**config.mk**
```make
export PLATFORM = sky130hd
export DESIGN_NAME = adc_trigger_qual_flat
export DESIGN_NICKNAME = d
export VERILOG_FILES = /design/src/rtl/adc_trigger_qual_if.sv /design/src/rtl/adc_trigger_qual.sv /design/src/flat_wrapper.sv
export SDC_FILE = /design/constraint.sdc
export NUM_CORES = 1
export LEC_CHECK = 0
export ABC_AREA = 1
export ABC_CLOCK_PERIOD_IN_PS = 4400
export CAP_MARGIN = 20
export CORE_ASPECT_RATIO = 0.9
export CORE_MARGIN = 5
export CORE_UTILIZATION = 50
export DETAILED_ROUTE_END_ITERATION = 10
export PLACE_DENSITY_LB_ADDON = 0.15
export SETUP_SLACK_MARGIN = 0.05
export SLEW_MARGIN = 20
export SYNTH_ARGS = -nofsm -noshare
export SYNTH_HDL_FRONTEND = slang
export SYNTH_SLANG_ARGS = --single-unit
```
**constraint.sdc**
```tcl
create_clock -name clk -period 4.4 [get_ports clk]
set_input_delay 0.88 -clock clk [delete_from_list [all_inputs] [get_ports clk]]
set_output_delay 0.88 -clock clk [all_outputs]
set_load 0.02 [all_outputs]
```
**src/rtl/adc_trigger_qual_if.sv**
```systemverilog
// Signal bundle between the ADC sample path and the level trigger qualifier.
// The master side drives samples and configuration; the slave side returns trigger results.
interface adc_trigger_qual_if #(
  parameter int DATA_W = 14,
  parameter int QUAL_W = 4,
  parameter int HOLD_W = 16,
  parameter int CNT_W  = 16
);
  logic [DATA_W-1:0] adc_in;
  logic              arm;
  logic [1:0]        trig_mode;
  logic [DATA_W-1:0] trig_level;
  logic [DATA_W-1:0] hysteresis;
  logic [QUAL_W-1:0] qual_count;
  logic [HOLD_W-1:0] holdoff;

  logic              trigger;
  logic              trig_dir;
  logic              armed;
  logic [DATA_W-1:0] out_pulse;
  logic [DATA_W-1:0] last_val;
  logic [QUAL_W-1:0] run_count;
  logic [CNT_W-1:0]  trig_total;

  modport master (
    output adc_in, arm, trig_mode, trig_level, hysteresis, qual_count, holdoff,
    input  trigger, trig_dir, armed, out_pulse, last_val, run_count, trig_total
  );

  modport slave (
    input  adc_in, arm, trig_mode, trig_level, hysteresis, qual_count, holdoff,
    output trigger, trig_dir, armed, out_pulse, last_val, run_count, trig_total
  );
endinterface

```
**src/rtl/adc_trigger_qual.sv**
```systemverilog
// ADC level trigger: edge/level qualification over N consecutive samples, hysteresis
// re-arm, holdoff, arm gating, trigger counter and a scaled pulse sample output.
module adc_trigger_qual #(
  parameter int DATA_W = 14,
  parameter int QUAL_W = 4,
  parameter int HOLD_W = 16,
  parameter int OFFSET = 8000,
  parameter int GAIN   = 10,
  parameter int CNT_W  = 16
) (
  input  logic               clk,
  input  logic               rst,
  adc_trigger_qual_if.slave  bus
);

  typedef enum logic [2:0] {
    S_IDLE,
    S_WAIT_REARM,
    S_READY,
    S_QUALIFY,
    S_HOLDOFF
  } state_t;

  state_t            state_q;
  logic [1:0]        mode_q;
  logic              dir_q;
  logic [HOLD_W-1:0] hold_q;
  logic              trigger_q;
  logic              trig_dir_q;
  logic              armed_q;
  logic [DATA_W-1:0] out_pulse_q;
  logic [DATA_W-1:0] last_val_q;
  logic [QUAL_W-1:0] run_q;
  logic [CNT_W-1:0]  total_q;

  logic [DATA_W-1:0] lo_thr;
  logic [DATA_W:0]   hi_sum;
  logic [DATA_W-1:0] hi_thr;
  logic              rise_q, fall_q, rise_ra, fall_ra, qual;
  logic [QUAL_W-1:0] q_eff;
  logic [QUAL_W:0]   run_inc;
  logic              fire_ok;
  logic [DATA_W-1:0] pulse_val;

  // Re-arm thresholds saturate rather than wrap at the ends of the ADC range.
  assign lo_thr  = (bus.trig_level >= bus.hysteresis) ? (bus.trig_level - bus.hysteresis) : '0;
  assign hi_sum  = {1'b0, bus.trig_level} + {1'b0, bus.hysteresis};
  assign hi_thr  = hi_sum[DATA_W] ? '1 : hi_sum[DATA_W-1:0];

  assign rise_q  = (bus.adc_in > bus.trig_level) && (bus.adc_in >= last_val_q);
  assign fall_q  = (bus.adc_in < bus.trig_level) && (bus.adc_in <= last_val_q);
  assign rise_ra = (bus.adc_in <= lo_thr);
  assign fall_ra = (bus.adc_in >= hi_thr);
  assign qual    = dir_q ? rise_q : fall_q;

  // ">=" so that lowering qual_count mid-run fires immediately instead of overshooting.
  assign q_eff   = (bus.qual_count == '0) ? QUAL_W'(1) : bus.qual_count;
  assign run_inc = {1'b0, run_q} + (QUAL_W+1)'(1);
  assign fire_ok = (run_inc >= {1'b0, q_eff});

  assign pulse_val = DATA_W'((32'(bus.adc_in) - 32'(OFFSET)) * 32'(GAIN));

  always_ff @(posedge clk) begin
    if (rst) begin
      state_q     <= S_IDLE;
      mode_q      <= 2'b00;
      dir_q       <= 1'b0;
      hold_q      <= '0;
      trigger_q   <= 1'b0;
      trig_dir_q  <= 1'b0;
      armed_q     <= 1'b0;
      out_pulse_q <= '0;
      last_val_q  <= '0;
      run_q       <= '0;
      total_q     <= '0;
    end else begin
      last_val_q  <= bus.adc_in;
      trigger_q   <= 1'b0;
      out_pulse_q <= (((state_q == S_READY) || (state_q == S_QUALIFY)) && qual) ? pulse_val : '0;

      if ((state_q != S_IDLE) && !bus.arm) begin
        state_q <= S_IDLE;
        run_q   <= '0;
        armed_q <= 1'b0;
      end else begin
        case (state_q)
          S_IDLE: begin
            if (bus.arm && (bus.trig_mode != 2'b11)) begin
              mode_q  <= bus.trig_mode;
              state_q <= S_WAIT_REARM;
            end
          end
          S_WAIT_REARM: begin
            // Falling-only mode skips the rising re-arm; rising-only skips the falling one.
            if ((mode_q != 2'b01) && rise_ra) begin
              dir_q   <= 1'b1;
              state_q <= S_READY;
              armed_q <= 1'b1;
            end else if ((mode_q != 2'b00) && fall_ra) begin
              dir_q   <= 1'b0;
              state_q <= S_READY;
              armed_q <= 1'b1;
            end
          end
          S_READY, S_QUALIFY: begin
            if (qual) begin
              if (fire_ok) begin
                trigger_q  <= 1'b1;
                trig_dir_q <= dir_q;
                total_q    <= total_q + CNT_W'(1);
                run_q      <= '0;
                hold_q     <= bus.holdoff;
                state_q    <= S_HOLDOFF;
                armed_q    <= 1'b0;
              end else begin
                run_q   <= run_inc[QUAL_W-1:0];
                state_q <= S_QUALIFY;
              end
            end else begin
              run_q   <= '0;
              state_q <= S_READY;
            end
          end
          S_HOLDOFF: begin
            if (hold_q == '0) begin
              state_q <= S_WAIT_REARM;
            end else begin
              hold_q <= hold_q - HOLD_W'(1);
            end
          end
          default: begin
            state_q <= S_IDLE;
            armed_q <= 1'b0;
          end
        endcase
      end
    end
  end

  assign bus.trigger    = trigger_q;
  assign bus.trig_dir   = trig_dir_q;
  assign bus.armed      = armed_q;
  assign bus.out_pulse  = out_pulse_q;
  assign bus.last_val   = last_val_q;
  assign bus.run_count  = run_q;
  assign bus.trig_total = total_q;

endmodule

```
**src/flat_wrapper.sv**
```systemverilog
// flat-port wrapper written by rule: the top's interface ports become plain ports
module adc_trigger_qual_flat 
#(
  parameter int DATA_W = 14,
  parameter int QUAL_W = 4,
  parameter int HOLD_W = 16,
  parameter int OFFSET = 8000,
  parameter int GAIN   = 10,
  parameter int CNT_W  = 16
)
  (clk, rst, bus_adc_in, bus_arm, bus_trig_mode, bus_trig_level, bus_hysteresis, bus_qual_count, bus_holdoff, bus_trigger, bus_trig_dir, bus_armed, bus_out_pulse, bus_last_val, bus_run_count, bus_trig_total);
  adc_trigger_qual_if #(.DATA_W(DATA_W), .QUAL_W(QUAL_W), .HOLD_W(HOLD_W), .CNT_W(CNT_W)) bus_i ();
  input  logic clk;
  input  logic rst;
  input wire logic [$bits(bus_i.adc_in)-1:0] bus_adc_in;
  input wire logic [$bits(bus_i.arm)-1:0] bus_arm;
  input wire logic [$bits(bus_i.trig_mode)-1:0] bus_trig_mode;
  input wire logic [$bits(bus_i.trig_level)-1:0] bus_trig_level;
  input wire logic [$bits(bus_i.hysteresis)-1:0] bus_hysteresis;
  input wire logic [$bits(bus_i.qual_count)-1:0] bus_qual_count;
  input wire logic [$bits(bus_i.holdoff)-1:0] bus_holdoff;
  output wire logic [$bits(bus_i.trigger)-1:0] bus_trigger;
  output wire logic [$bits(bus_i.trig_dir)-1:0] bus_trig_dir;
  output wire logic [$bits(bus_i.armed)-1:0] bus_armed;
  output wire logic [$bits(bus_i.out_pulse)-1:0] bus_out_pulse;
  output wire logic [$bits(bus_i.last_val)-1:0] bus_last_val;
  output wire logic [$bits(bus_i.run_count)-1:0] bus_run_count;
  output wire logic [$bits(bus_i.trig_total)-1:0] bus_trig_total;
  assign bus_i.adc_in = bus_adc_in;
  assign bus_i.arm = bus_arm;
  assign bus_i.trig_mode = bus_trig_mode;
  assign bus_i.trig_level = bus_trig_level;
  assign bus_i.hysteresis = bus_hysteresis;
  assign bus_i.qual_count = bus_qual_count;
  assign bus_i.holdoff = bus_holdoff;
  assign bus_trigger = bus_i.trigger;
  assign bus_trig_dir = bus_i.trig_dir;
  assign bus_armed = bus_i.armed;
  assign bus_out_pulse = bus_i.out_pulse;
  assign bus_last_val = bus_i.last_val;
  assign bus_run_count = bus_i.run_count;
  assign bus_trig_total = bus_i.trig_total;
  adc_trigger_qual #(.DATA_W(DATA_W), .QUAL_W(QUAL_W), .HOLD_W(HOLD_W), .OFFSET(OFFSET), .GAIN(GAIN), .CNT_W(CNT_W)) u_core (.clk(clk), .rst(rst), .bus(bus_i));
endmodule
```
==> results of run 1 <==
-- flip-flops by register name (all words and copies together) (netlist names) --
name and count:
u_core.bus.trig_dir 1, u_core.bus.last_val 14, u_core.state_q 3, u_core.mode_q 2, u_core.dir_q 1, u_core.bus.out_pulse 13, u_core.bus.armed 1, u_core.bus.trigger 1
u_core.hold_q 16, u_core.bus.trig_total 16, u_core.bus.run_count 4
-- cells in the mapped netlist (3+ instances only) --
| cell type | n |
|---|---|
| nor2_1 | 123 |
| inv_1 | 167 |
| a21oi_1 | 73 |
| nand3_2 | 4 |
| o21ai_0 | 30 |
| a21boi_0 | 4 |
| nand2_2 | 15 |
| nor3_1 | 15 |
| a21oi_2 | 14 |
| o21bai_1 | 4 |
| dfxtp_1 | 72 |
| xor2_1 | 26 |
| inv_2 | 4 |
| a31oi_1 | 6 |
| buf_2 | 6 |
| o31ai_1 | 5 |
| nand3_1 | 64 |
| buf_4 | 6 |
| nor4_1 | 4 |
| fa_1 | 3 |
| nand2_1 | 227 |
| or2_2 | 10 |
| nor2_2 | 6 |
| ha_1 | 111 |
| nand4_1 | 15 |
| nand3b_1 | 3 |
| nor3b_1 | 3 |
| a21o_1 | 3 |
| xnor2_1 | 10 |
| clkbuf_1 | 10 |
| o21ai_1 | 4 |
-- layer usage --
metal  global-route usage (%)  part of all wire (%)  up-vias  wire length, um
met5                        0                     0        -                0
met4                    4.219                   1.1        0              187
met3                    3.784                   5.5       16              960
met2                    32.67                    42      161             7278
met1                    29.69                    51     3001             8900
li1                         -                     -     3712                -
-- how the worst min path moves through the flow --
stage / depth (start not counted) / slack [ns] / start / to
6_report: 2 / 0.47 / u_core.bus.armed$_SDFFE_PP0P_ / u_core.bus.armed$_SDFFE_PP0P_
5_1_grt: 2 / 0.48 / u_core.bus.armed$_SDFFE_PP0P_ / u_core.bus.armed$_SDFFE_PP0P_
4_1_cts: 2 / 0.47 / u_core.bus.armed$_SDFFE_PP0P_ / u_core.bus.armed$_SDFFE_PP0P_
3_5_place_dp: 2 / 0.46 / u_core.bus.armed$_SDFFE_PP0P_ / u_core.bus.armed$_SDFFE_PP0P_
3_3_place_gp: 2 / 0.46 / u_core.mode_q[1]$_SDFFE_PP0P_ / u_core.mode_q[1]$_SDFFE_PP0P_
2_1_floorplan: 2 / 0.44 / u_core.mode_q[1]$_SDFFE_PP0P_ / u_core.mode_q[1]$_SDFFE_PP0P_
-- stage by stage --
| stage | area, um^2 | worst slack (ns) | TNS [ns] | total power [mW] | hold WS [ns] |
|---|---|---|---|---|---|
| floorplan | 7156 | 0.7243 | 0 | 1.486 | 0.4388 |
| global placement | 8587 | -0.04064 | -0.04763 | 1.765 | 0.4576 |
| detailed placement | 8587 | -0.06573 | -0.1310 | 1.783 | 0.4595 |
| CTS | 8892 | 0.2614 | 0 | 2.538 | 0.4682 |
| global route | 8927 | 0.03663 | 0 | 2.739 | 0.4844 |
| finish | 8927 | 0.3700 | 0 | 2.531 | 0.4692 |
-- report_power, final --
part	leakage, nW	internal (mW)	switching [mW]	total (mW)
registers	0.585	0.693	0.0288	0.722
clock network	0.153	0.456	0.291	0.747
logic	3.73	0.425	0.637	1.06
-- cell type report --
type | count | area, um^2 | area share, %
clock buffer | 10 | 239.0 | 2.677
clock inverter | 6 | 66.31 | 0.7428
multi-input combinational | 803 | 4921 | 55.12
sequential | 72 | 1441 | 16.15
timing repair buffer | 141 | 1359 | 15.22
tap | 193 | 241.5 | 2.705
inverter | 173 | 659.4 | 7.386
-- kinds of logic after synthesis --
logic type	Yosys count
DFF	72
other	1
and+or+nand+nor	498
buffers and inverters	199
xor gates and xnor gates	36
adders and majority gates	114
AOI/OAI and AO/OA	154
-- worst max-delay path, stage by stage --
cell and delay (ns):
clkdlybuf4s50_1 0.48, inv_1 0.05, ha_1 0.37, inv_2 0.09, nand2_1 0.06, nand2_1 0.06, a31oi_2 0.22, o21ai_2 0.10
nand2_2 0.08, nand2_2 0.08, a21oi_4 0.21, inv_4 0.11, a21oi_1 0.25, ha_1 0.30, nand2_1 0.10, nor2_1 0.05
o21ai_0 0.06, nand3_1 0.10, nand2_1 0.07, nand3_1 0.10, nand2_1 0.09, nand3_1 0.11, nand3b_1 0.12, nand2_1 0.05
a21oi_1 0.11
==> results.sh, run 1 <==
export IMPL_status="finished clean"
export IMPL_p_leak_nw=4.472
export IMPL_yosys_area_share_adder_pct=20.25
export IMPL_arrival_ns=4.30
export IMPL_die_h_um=123.5
export IMPL_critical_path_class="in2reg"
export IMPL_post_dp_hpwl_um=14080
export IMPL_regToRegSetupSlack_ns=1.85
export IMPL_io_buffers=116
export IMPL_worstSetupStartpointType="primary input"
export IMPL_final_cell_mix="227 x nand2_1, 167 x inv_1, 122 x nor2_1"
export IMPL_rsz0062_at_grt="yes"
export IMPL_grt_pass1_wl_um=28720
export IMPL_holdCritPathClass="reg2reg"
export IMPL_async_reset_ff_share_pct=0
export IMPL_fin_nets=1381
export IMPL_worst_endpoint_required_ns=4.67
export IMPL_ys_top_cells_by_area="dfxtp_1 20%, ha_1 19%, nand2_1 12%"
export IMPL_dieArea_um2=16810
export IMPL_synth_compound_area_share_pct=12.96
export IMPL_core_um2=14060
export IMPL_maxSlewHeadroom_pct=31.91
export IMPL_numCtsBuffers=9
export IMPL_viasPerCell=4.928
export IMPL_insertedDiodeCount=0
export IMPL_setup_worst_path_end="u_core.bus.armed$_SDFFE_PP0P_"
export IMPL_ys_flop_type="dfxtp_1"
export IMPL_root_buffer="clkbuf_16"
export IMPL_grt_pass1_vias=6384
export IMPL_synthDistinctLibCells=53
export IMPL_clk_latency_ns=0.34
export IMPL_routed_wl_um=17330
export IMPL_finalHoldViolCount=0
export IMPL_fillers=1413
export IMPL_cts_hold_buffers=0
export IMPL_synth_top_family_by_area="simple AND/OR/NAND/NOR gates"
export IMPL_report_final_slew_viol_count=0
export IMPL_irDropWorstVdd_uv=207.4
export IMPL_final_common_cell="nand2_1"
export IMPL_yosysSeqAreaShare_pct=20.14
export IMPL_cts_htree_levels=3
export IMPL_cts_sinks=72
export IMPL_post_route_min_period_ns=4.030
export IMPL_dp_cells=1382
export IMPL_grt_max_degree=34
export IMPL_muxShareOfSynthArea_pct=0
export IMPL_yosys_warnings=0
export IMPL_drc=0
export IMPL_drtAntennaViolNets=0
export IMPL_antenna_found_initial=0
export IMPL_drive_above_1_share_pct=9.129
export IMPL_cap_violations=0
export IMPL_io_pins=118
export IMPL_period_share_pct=91.59
export IMPL_synth_net_count=1255
export IMPL_fmax_mhz=248.1
export IMPL_clk_pin_slew_ns=0.06
export IMPL_start_util_pct=50.91
export IMPL_finalSetupViolCount=0
export IMPL_startpoint="bus_hysteresis[3]"
export IMPL_cts_tree="built"
export IMPL_yosys_area_share_simple_pct=30.79
export IMPL_rows=41
export IMPL_synth_edf_count=0
export IMPL_ff2ff_path_depth=10
export IMPL_grt_usage_pct=20.72
export IMPL_dr_pass1_iters=5
export IMPL_synth_seq_cells=72
export IMPL_grt_overflow=0
export IMPL_tightest_slew_ns=1.018
export IMPL_post_cts_buffers=0
export IMPL_timing_clock_skew_ns=0.007618
export IMPL_die_x_um=136.1
export IMPL_syn_inst=1074
export IMPL_drtIter0Drc=334
export IMPL_synthesis_area_um2=7156
export IMPL_cts_buffer_depth=2
export IMPL_rr_startpoint="u_core.state_q[1]$_SDFFE_PP0P_"
export IMPL_stdcell_count=1398
export IMPL_rr_endpoint="u_core.hold_q[0]$_SDFFE_PP0P_"
export IMPL_power_density_nw_per_um2=283.5
export IMPL_gp_congestion=0.8689
export IMPL_post_route_util_pct=63.51
export IMPL_synth_xor_area_share_pct=4.406
export IMPL_synth_top_area_share_pct=20.14
export IMPL_yosysTopAreaCell="dfxtp_1"
export IMPL_synth_avg_cell_area_um2=6.663
export IMPL_crit_path_end_kind="register"
export IMPL_num_vias=6890
export IMPL_area_growth_pct=24.76
export IMPL_cp_max_fo=12
export IMPL_cts_resized_gates=0
export IMPL_wl_per_cell_um=12.39
(Power assumes the default switching activity.)
==> run 2, diff against run 1 <==
Settings changed: CORE_MARGIN 5 to 8.
==> run 2 against run 1 <==
Against the previous run:
- routed wire length grew 4.1%
- cell area grew 0.70%
- non-clock buffer count shrank 5
- count of clock-buffer cells in the layout grew 1
- largest cell class unchanged
- highest routed layer unchanged
==> results.sh, run 2 (synthesis gave the netlist of run 1 again) <==
export IMPL_status="finished clean"
export IMPL_die_h_um=129.5
export IMPL_critical_path_class="in2reg"
export IMPL_io_pins=118
export IMPL_finalHoldViolCount=0
export IMPL_setup_tns_ns=0
export IMPL_dr_wl_met2_um=7648
export IMPL_report_final_slew_viol_count=0
export IMPL_cts_tree="built"
export IMPL_finalInstanceArea_um2=8990
export IMPL_grt_pass1_wl_um=30280
export IMPL_power_total_mw=2.684
export IMPL_post_route_min_period_ns=4.079
export IMPL_power_density_nw_per_um2=298.6
export IMPL_numCtsBuffers=9
export IMPL_post_route_util_pct=64.19
export IMPL_routed_wl_um=18040
export IMPL_tightest_slew_ns=0.9209
export IMPL_p_seq_share_pct=26.9
export IMPL_area_growth_pct=25.63
export IMPL_io_buffers=116
export IMPL_drc=0
export IMPL_dp_cells=1375
export IMPL_insertedDiodeCount=0
export IMPL_stdcell_count=1394
export IMPL_rows=41
export IMPL_cts_htree_levels=3
export IMPL_core_um2=14000
export IMPL_holdCritPathClass="reg2reg"
export IMPL_die_x_um=142.1
export IMPL_cts_sinks=72
export IMPL_gp_congestion=0.9090
export IMPL_finalSetupViolCount=0
export IMPL_worst_endpoint_required_ns=4.66
export IMPL_viasPerCell=4.971
export IMPL_grt_max_degree=34
export IMPL_drive_above_1_share_pct=9.492
export IMPL_drtIter0Drc=393
export IMPL_dr_pass1_iters=5
export IMPL_fin_nets=1377
export IMPL_met1_length_um=9234
export IMPL_switching_share_pct=35.55
export IMPL_maxSlewHeadroom_pct=38.38
export IMPL_antenna_found_initial=0
export IMPL_post_dp_hpwl_um=14330
export IMPL_grt_pass1_vias=6597
export IMPL_dp_slack_ns=-0.09237
export IMPL_fmax_mhz=245.2
export IMPL_rsz0062_at_grt="no"
export IMPL_cts_buffer_depth=2
export IMPL_grt_overflow=0
export IMPL_dpl_instance_area_um2=8534
export IMPL_start_util_pct=51.09
export IMPL_cap_violations=0
export IMPL_dieArea_um2=18400
export IMPL_arrival_ns=4.34
export IMPL_cp_max_fo=6
export IMPL_num_vias=6930
export IMPL_irDropWorstVdd_uv=224.5
export IMPL_clk_latency_ns=0.33
export IMPL_wl_met3_um=943
export IMPL_p_clk_share_pct=33.2
export IMPL_timing_clock_skew_ns=0.007348
export IMPL_dr_max_layer_used="met4"
export IMPL_cts_hold_buffers=0
export IMPL_fillers=1286
export IMPL_combinationalPowerShare_pct=39.9
export IMPL_period_share_pct=92.69
export IMPL_crit_path_end_kind="register"
export IMPL_p_sw_mw=0.9542
export IMPL_drtAntennaViolNets=0
export IMPL_final_common_cell="nand2_1"
export IMPL_clk_pin_slew_ns=0.06
export IMPL_final_cell_mix="226 x nand2_1, 166 x inv_1, 120 x nor2_1"
export IMPL_grt_usage_pct=19.81
export IMPL_internal_power_mw=1.730
export IMPL_wl_per_cell_um=12.94
export IMPL_worstSetupStartpointType="primary input"
export IMPL_setup_slack_ns=0.3214
export IMPL_hold_ws_ns=0.4723
export IMPL_root_buffer="clkbuf_16"
export IMPL_p_leak_nw=4.471
-- run 2: changes by cell type in the layout (fill, tap and decap cells not counted), sizes merged --
cell,delta
buf,-5
bufinv,+3
clkinv,-2
clkbuf,+1
inv,-1
-- run 2: path summary, 6_finish.rpt --
kind                                   startpoint                       endpoint  slack (ns)  depth (start not counted)
max                             bus_trig_level[0]  u_core.bus.armed$_SDFFE_PP0P_        0.32                         25
min                 u_core.mode_q[1]$_SDFFE_PP0P_  u_core.mode_q[1]$_SDFFE_PP0P_        0.47                          2
max reg2reg  u_core.bus.run_count[0]$_SDFFE_PP0N_  u_core.hold_q[4]$_SDFFE_PP0P_        1.98                         12
min reg2reg         u_core.mode_q[1]$_SDFFE_PP0P_  u_core.mode_q[1]$_SDFFE_PP0P_        0.47                          2
-- run 2: layout make-up --
type | count | area, um^2 | area share [%]
inverter | 173 | 661.9 | 7.363
timing repair inverter | 1 | 6.256 | 0.06959
timing repair buffer | 136 | 1321 | 14.70
multi-input combinational | 803 | 4956 | 55.13
tap | 193 | 241.5 | 2.686
clock buffer | 11 | 232.7 | 2.589
clock inverter | 5 | 128.9 | 1.434
sequential | 72 | 1441 | 16.03
-- run 2: timing repair --
| item | CTS | global route |
|---|---|---|
| setup endpoints to repair | 0 | 4 |
| resized for setup | 0 | 24 |
| buffers inserted | 0 | 2 |
-- run 2: layer usage --
layer | GRT usage [%] | vias up
li1 | - | 3718
met1 | 27.21 | 3055
met2 | 31.30 | 143
met3 | 3.603 | 14
met4 | 4.984 | 0
met5 | 0 | -
-- run 2: critical path: stages --
cell	delay, ns
clkdlybuf4s50_1	0.42
buf_4	0.15
ha_1	0.18
inv_2	0.08
fa_2	0.20
inv_1	0.08
a31oi_4	0.22
o21ai_2	0.11
nand2_2	0.08
nand2_2	0.08
a21oi_4	0.29
clkinv_4	0.13
a21oi_1	0.23
ha_1	0.29
nand2_1	0.11
nor2_1	0.05
o21ai_0	0.07
nand3_1	0.09
nand2_1	0.07
nand3_1	0.09
nand2_2	0.09
nand3_2	0.08
nand3b_1	0.11
nand2_1	0.05
a21oi_1	0.11
-- run 2: power by group through the flow --
stage | Combinational, mW | Sequential [mW] | Clock [mW]
final | 1.07 | 0.722 | 0.890
after floorplan | 0.744 | 0.742 | 0
after detailed placement | 1.04 | 0.736 | 0
after global routing | 1.23 | 0.727 | 0.931
after CTS | 1.05 | 0.722 | 0.909
after global placement | 1.02 | 0.735 | 0
